## src/rtl/ut_pkg.sv

```systemverilog
// rtl/ut_pkg.sv - shared widths, opcodes and loader state encoding for the UT processor
package ut_pkg;

    localparam int ADDR_W = 6;
    localparam int DATA_W = 8;

    localparam logic [2:0] OP_NOR  = 3'b000;
    localparam logic [2:0] OP_ADD  = 3'b010;
    localparam logic [2:0] OP_ADDC = 3'b011;
    localparam logic [2:0] OP_STA  = 3'b100;
    localparam logic [2:0] OP_JCC  = 3'b110;

    typedef enum logic {
        LD_LOAD = 1'b0,
        LD_IDLE = 1'b1
    } ld_state_t;

endpackage

```

## src/rtl/ut_sync_ram.sv

```systemverilog
// rtl/ut_sync_ram.sv - single write port, registered read DEPTH x DATA_W array
module ut_sync_ram #(
    parameter int ADDR_W = 6,
    parameter int DATA_W = 8
) (
    input  logic              clk,
    input  logic              rst,
    input  logic              we,
    input  logic [ADDR_W-1:0] waddr,
    input  logic [DATA_W-1:0] wdata,
    input  logic              re,
    input  logic [ADDR_W-1:0] raddr,
    output logic [DATA_W-1:0] rdata
);

    logic [DATA_W-1:0] mem [2**ADDR_W];

    // Array itself is never reset; only the read register is.
    always_ff @(posedge clk) begin
        if (we) begin
            mem[waddr] <= wdata;
        end
    end

    always_ff @(posedge clk or posedge rst) begin
        if (rst) begin
            rdata <= '0;
        end else if (re) begin
            rdata <= mem[raddr];
        end
    end

endmodule

```

## src/rtl/ut_mem_loader.sv

```systemverilog
// rtl/ut_mem_loader.sv - UT program memory with byte-stream boot loader; UT_LOAD_CKSUM_EN adds cksum/cksum_ok
module ut_mem_loader #(
    parameter int ADDR_W = ut_pkg::ADDR_W,
    parameter int DATA_W = ut_pkg::DATA_W
) (
    input  logic              clk,
    input  logic              rst,
    input  logic              ce,
    input  logic              enable_mem,
    input  logic              w_mem,
    input  logic [ADDR_W-1:0] addr,
    input  logic [DATA_W-1:0] wdata,
    output logic [DATA_W-1:0] rdata,
    input  logic              load_start,
    input  logic              in_valid,
    input  logic [DATA_W-1:0] in_data,
    output logic              in_ready,
    output logic              boot,
    output logic              load_done,
    output logic [ADDR_W-1:0] load_count
`ifdef UT_LOAD_CKSUM_EN
    ,
    output logic [DATA_W-1:0] cksum,
    output logic              cksum_ok
`endif
);

    import ut_pkg::*;

    ld_state_t         state;
    ld_state_t         state_nxt;
    logic [ADDR_W-1:0] count_nxt;
    logic              done_nxt;
    logic              ld_accept;
    logic              cpu_en;
    logic              ram_we;
    logic [ADDR_W-1:0] ram_waddr;
    logic [DATA_W-1:0] ram_wdata;

    assign boot     = (state == LD_LOAD);
    assign in_ready = (state == LD_LOAD);

    // A restart pulse wins over a byte presented in the same cycle.
    assign ld_accept = in_ready & in_valid & ~load_start;
    assign cpu_en    = ce & enable_mem & ~boot;

    always_comb begin
        state_nxt = state;
        count_nxt = load_count;
        done_nxt  = 1'b0;
        case (state)
            LD_LOAD: begin
                if (load_start) begin
                    count_nxt = '0;
                end else if (ld_accept) begin
                    count_nxt = load_count + 1'b1;
                    if (load_count == '1) begin
                        state_nxt = LD_IDLE;
                        done_nxt  = 1'b1;
                    end
                end
            end
            LD_IDLE: begin
                if (load_start) begin
                    state_nxt = LD_LOAD;
                    count_nxt = '0;
                end
            end
        endcase
    end

    always_ff @(posedge clk or posedge rst) begin
        if (rst) begin
            state      <= LD_LOAD;
            load_count <= '0;
            load_done  <= 1'b0;
        end else begin
            state      <= state_nxt;
            load_count <= count_nxt;
            load_done  <= done_nxt;
        end
    end

    // boot selects the single write port owner; the two sources never overlap.
    assign ram_we    = ld_accept | (cpu_en & w_mem);
    assign ram_waddr = boot ? load_count : addr;
    assign ram_wdata = boot ? in_data : wdata;

    ut_sync_ram #(
        .ADDR_W (ADDR_W),
        .DATA_W (DATA_W)
    ) u_ram (
        .clk   (clk),
        .rst   (rst),
        .we    (ram_we),
        .waddr (ram_waddr),
        .wdata (ram_wdata),
        .re    (cpu_en & ~w_mem),
        .raddr (addr),
        .rdata (rdata)
    );

`ifdef UT_LOAD_CKSUM_EN
    logic [DATA_W-1:0] cksum_sum;

    assign cksum_sum = cksum + in_data;

    always_ff @(posedge clk or posedge rst) begin
        if (rst) begin
            cksum    <= '0;
            cksum_ok <= 1'b0;
        end else if (load_start) begin
            cksum <= '0;
        end else if (ld_accept) begin
            cksum <= cksum_sum;
            if (load_count == '1) begin
                cksum_ok <= (cksum_sum == '0);
            end
        end
    end
`endif

endmodule

```

## config.mk

```make
export PLATFORM = sky130hd
export DESIGN_NAME = ut_mem_loader
export DESIGN_NICKNAME = d
export VERILOG_FILES = /design/src/rtl/ut_pkg.sv /design/src/rtl/ut_sync_ram.sv /design/src/rtl/ut_mem_loader.sv
export SDC_FILE = /design/constraint.sdc
export NUM_CORES = 1
export LEC_CHECK = 0
export BUFFER_PORTS_ARGS = -buffer_cell sky130_fd_sc_hd__buf_2
export CAP_MARGIN = 20
export CORE_UTILIZATION = 62
export DETAILED_ROUTE_END_ITERATION = 12
export MAX_ROUTING_LAYER = met4
export PLACE_DENSITY = 0.8
export SETUP_SLACK_MARGIN = 0.02
export SLEW_MARGIN = 25
export SYNTH_ARGS = -nofsm -noshare
export SYNTH_HDL_FRONTEND = slang
export SYNTH_HIERARCHICAL = 1
export SYNTH_SLANG_ARGS = --single-unit
```

## constraint.sdc

```tcl
create_clock -name clk -period 3.4 [get_ports clk]
set_input_delay 0.17 -clock clk [delete_from_list [all_inputs] [get_ports clk]]
set_output_delay 0.17 -clock clk [all_outputs]
set_load 0.005 [all_outputs]
```

==> run_results.csv <==
group,metric,value,unit
floorplanning,design.portCount,46,
clock_network,htreeDepth,2,
critical_path,crit_family,"simple AND/OR/NAND/NOR gates",
clock_network,cts_made_buffers,50,
sta,rsz0062_at_grt,"no",
critical_path,worstPathArrival,3.33,ns
floorplanning,fp.dieH,185,um
drt,num_vias,10400,
critical_path,cp-start-kind,"register",
critical_path,worst-r2r-setup-slack,0.25,ns
sta,holdWs,0.149,ns
synth,ys_ff_latch,528,
power_and_ir_drop,sequentialPowerShare,0.535,
power_and_ir_drop,p_per_area,571,nW/um^2
status,outcome,"complete, no violations",
synth,synth.avg_cell_area,20.8,sq um
sta,fin_worst_skew,0.0166,ns
critical_path,cp_cell_sequence,"nand2b_4, o22ai_1, nor2b_1, nand2_1, nor2_1",
synth,synth_common_cells,"edfxtp_1, mux4_2, nor2_1, mux2_2, mux2i_1",
placement,dp.cells,1487,
layout,layout.cells.non_filler,1580,
global_route,grt_util_all_layers,0.274,
critical_path,cp.required,3.58,ns
sta,worst_pin_slew,0.949,ns
synth,ys_types,36,
synth,synth_area_leaders,"edfxtp_1, mux4_2, mux2_2, mux2i_1, dfrtp_1",
clock_network,cts_tree,"built",
floorplanning,start_util,0.635,
clock_network,clock_path_buffers,3,
power_and_ir_drop,p_sw_frac,0.199,
sta,slew_violations,0,
floorplanning,dieArea,34300,sq um
synth,synth.top_cell.area_share,0.738,
power_and_ir_drop,power_switching,2.67,mW
critical_path,crit_path_max_fanout,10,
drt,drtAntennaViolNets,0,
critical_path,critPathBufInv,0,
sta,min_period_over_period,0.925,
sta,relSlewSlack,0.365,
drt,drt_first_pass_iters,5,
clock_network,ctsHoldBuffers,3,
synth,yosysMostFrequentCell,"edfxtp_1",
global_route,grt_overflow,0,
synth,yosys_warnings,6,
layout,finish.utilization,0.716,
power_and_ir_drop,combPwrFrac,0.047,
synth,synth_top_flop_cell,"edfxtp_1",
drt,viasPerCell,6.59,
critical_path,path_depth,5,
power_and_ir_drop,internal_power,10.7,mW
critical_path,r2r_cells,5,
synth,synth_edf_count,512,
layout,diodes,0,
sta,max_clock_freq,318,MHz
placement,gp_congestion,0.883,
drt,drc_errors,0,
layout,nets,1130,
power_and_ir_drop,clockPowerShare,0.418,
critical_path,cp-end-kind,"register",
drt,first_iter_violations,1166,
synth,syn_nets,1030,
sta,hold_viol_final,0,
synth,syn_area,20800,sq um
critical_path,slowest_delay,0.86,ns
layout,drive_gt1_frac,0.302,
global_route,antenna_found_initial,0,
clock_network,cts_resized,0,
clock_network,clock_latency,0.56,ns
sta,fin_tns_setup,0,ns
placement,placement.io_buffers,45,
global_route,grt_pass1_wl,65000,um
synth,syn_inst,1000,
critical_path,crit_slowest_cell,"nor2_1",
floorplanning,row_count,66,
job,drv_cap,0,
layout,syn2layout_area_growth,12.7,%
clock_network,post_cts_buffers,0,
placement,place.detailed.hpwl,25200,um
floorplanning,die_x,185,um
global_route,grt_pass1_vias,10400,
synth,yosysSeqAreaShare,0.757,
critical_path,crit_type,"reg -> reg",
clock_network,clock_sinks,528,
power_and_ir_drop,p_leak,7.62,nW
synth,synth_top_area_cell,"edfxtp_1",
synth,async_reset_ff_frac,0.0303,
floorplanning,coreArea,32800,sq um
drt,routed_wl,43800,um
sta,setup_viol,0,
global_route,grt_max_degree,88,
drt,routedWlPerCell,27.7,um
clock_network,path_clk_slew,0.06,ns
sta,post-route-min-period,3.15,ns
clock_network,clock-root-buffer,"clkbuf_16",
power_and_ir_drop,ir_drop,0.389,mV
min_path,hp-class,"in -> async",
## kinds of logic after synthesis
kind of cell	count (synthesis)	share of synthesized area
buf+inv	71	0.0169
flops	528	0.757
fa+ha+maj	1	0.000601
xor+xnor	2	0.000841
mux	206	0.174
simple gates	135	0.0297
compound gates	57	0.0207
## metal layers
metal	track usage	share of wire	wire (um)
met4	0.0817	0.026	1160
met3	0.0454	0.093	4070
met1	0.377	0.39	16900
met5	-	0	0
met2	0.430	0.49	21600
## through the flow
stage / cell area (sq um) / power [mW] / worst slack [ns]
2_1_floorplan: 20800 / 7.72 / 0.929
3_3_place_gp: 21800 / 7.91 / 0.611
3_5_place_dp: 21800 / 7.93 / 0.449
4_1_cts: 23500 / 13.5 / 0.385
5_1_grt: 23500 / 13.7 / 0.128
6_report: 23500 / 13.4 / 0.254
## state kept, by name (all words and copies together) (netlist names)
signal       flops
u_ram/mem      512
state            1
u_ram/rdata      8
load_done        1
load_count       6
## placed cells by master, fill, tap and decap left out, types with 3 or more instances in the layout
cell type / instances
a22oi_1: 16
dfrtp_1: 16
a21oi_1: 4
o221ai_1: 16
buf_2: 42
nor2_1: 77
nand3_1: 16
nand4_1: 3
clkinv_1: 11
clkbuf_1: 7
inv_1: 12
a221oi_1: 8
nor2b_1: 5
buf_4: 58
o22ai_1: 9
bufinv_16: 8
mux4_2: 120
mux2i_1: 41
nand3b_1: 3
dlygate4sd3_1: 3
clkbuf_16: 51
nand2b_1: 5
clkinv_2: 10
mux2_2: 45
nand2_1: 11
edfxtp_1: 512
nor3_1: 4
## power by group through the flow
stage / clock network [mW] / logic, mW / registers (mW)
2_1_floorplan: 0 / 0.409 / 7.31
5_1_grt: 5.90 / 0.662 / 7.17
3_5_place_dp: 0 / 0.618 / 7.31
4_1_cts: 5.65 / 0.628 / 7.18
6_report: 5.61 / 0.629 / 7.18
3_3_place_gp: 0 / 0.602 / 7.31
## final cells by class
class,instances,area (sq um)
multi-input cells,401,4700
well taps,442,553
inverters,12,45.0
fillers,1839,9310
clock inverters,32,355
flip-flops and latches,528,15800
clock buffers,58,1300
repair buffers,107,738
## worst paths after layout
check                                            from                         end
setup / recovery                      state$_DFF_PP0_  u_ram/mem[34][1]$_DFFE_PP_
hold / removal                                    rst   load_count[0]$_DFFE_PP0P_
setup reg to reg                      state$_DFF_PP0_  u_ram/mem[34][1]$_DFFE_PP_
hold reg to reg            u_ram/rdata[1]$_DFFE_PP0P_  u_ram/rdata[1]$_DFFE_PP0P_
max in group asynchronous                         rst  u_ram/rdata[0]$_DFFE_PP0P_
min in group clk                                w_mem  u_ram/rdata[7]$_DFFE_PP0P_
## worst register-to-register path, cell delays in order (launching register included)
cell,delay (ns)
dfrtp_1,0.50
nand2b_4,0.25
o22ai_1,0.42
nor2b_1,0.32
nand2_1,0.41
nor2_1,0.86
Power figures use the tool's default switching activity.
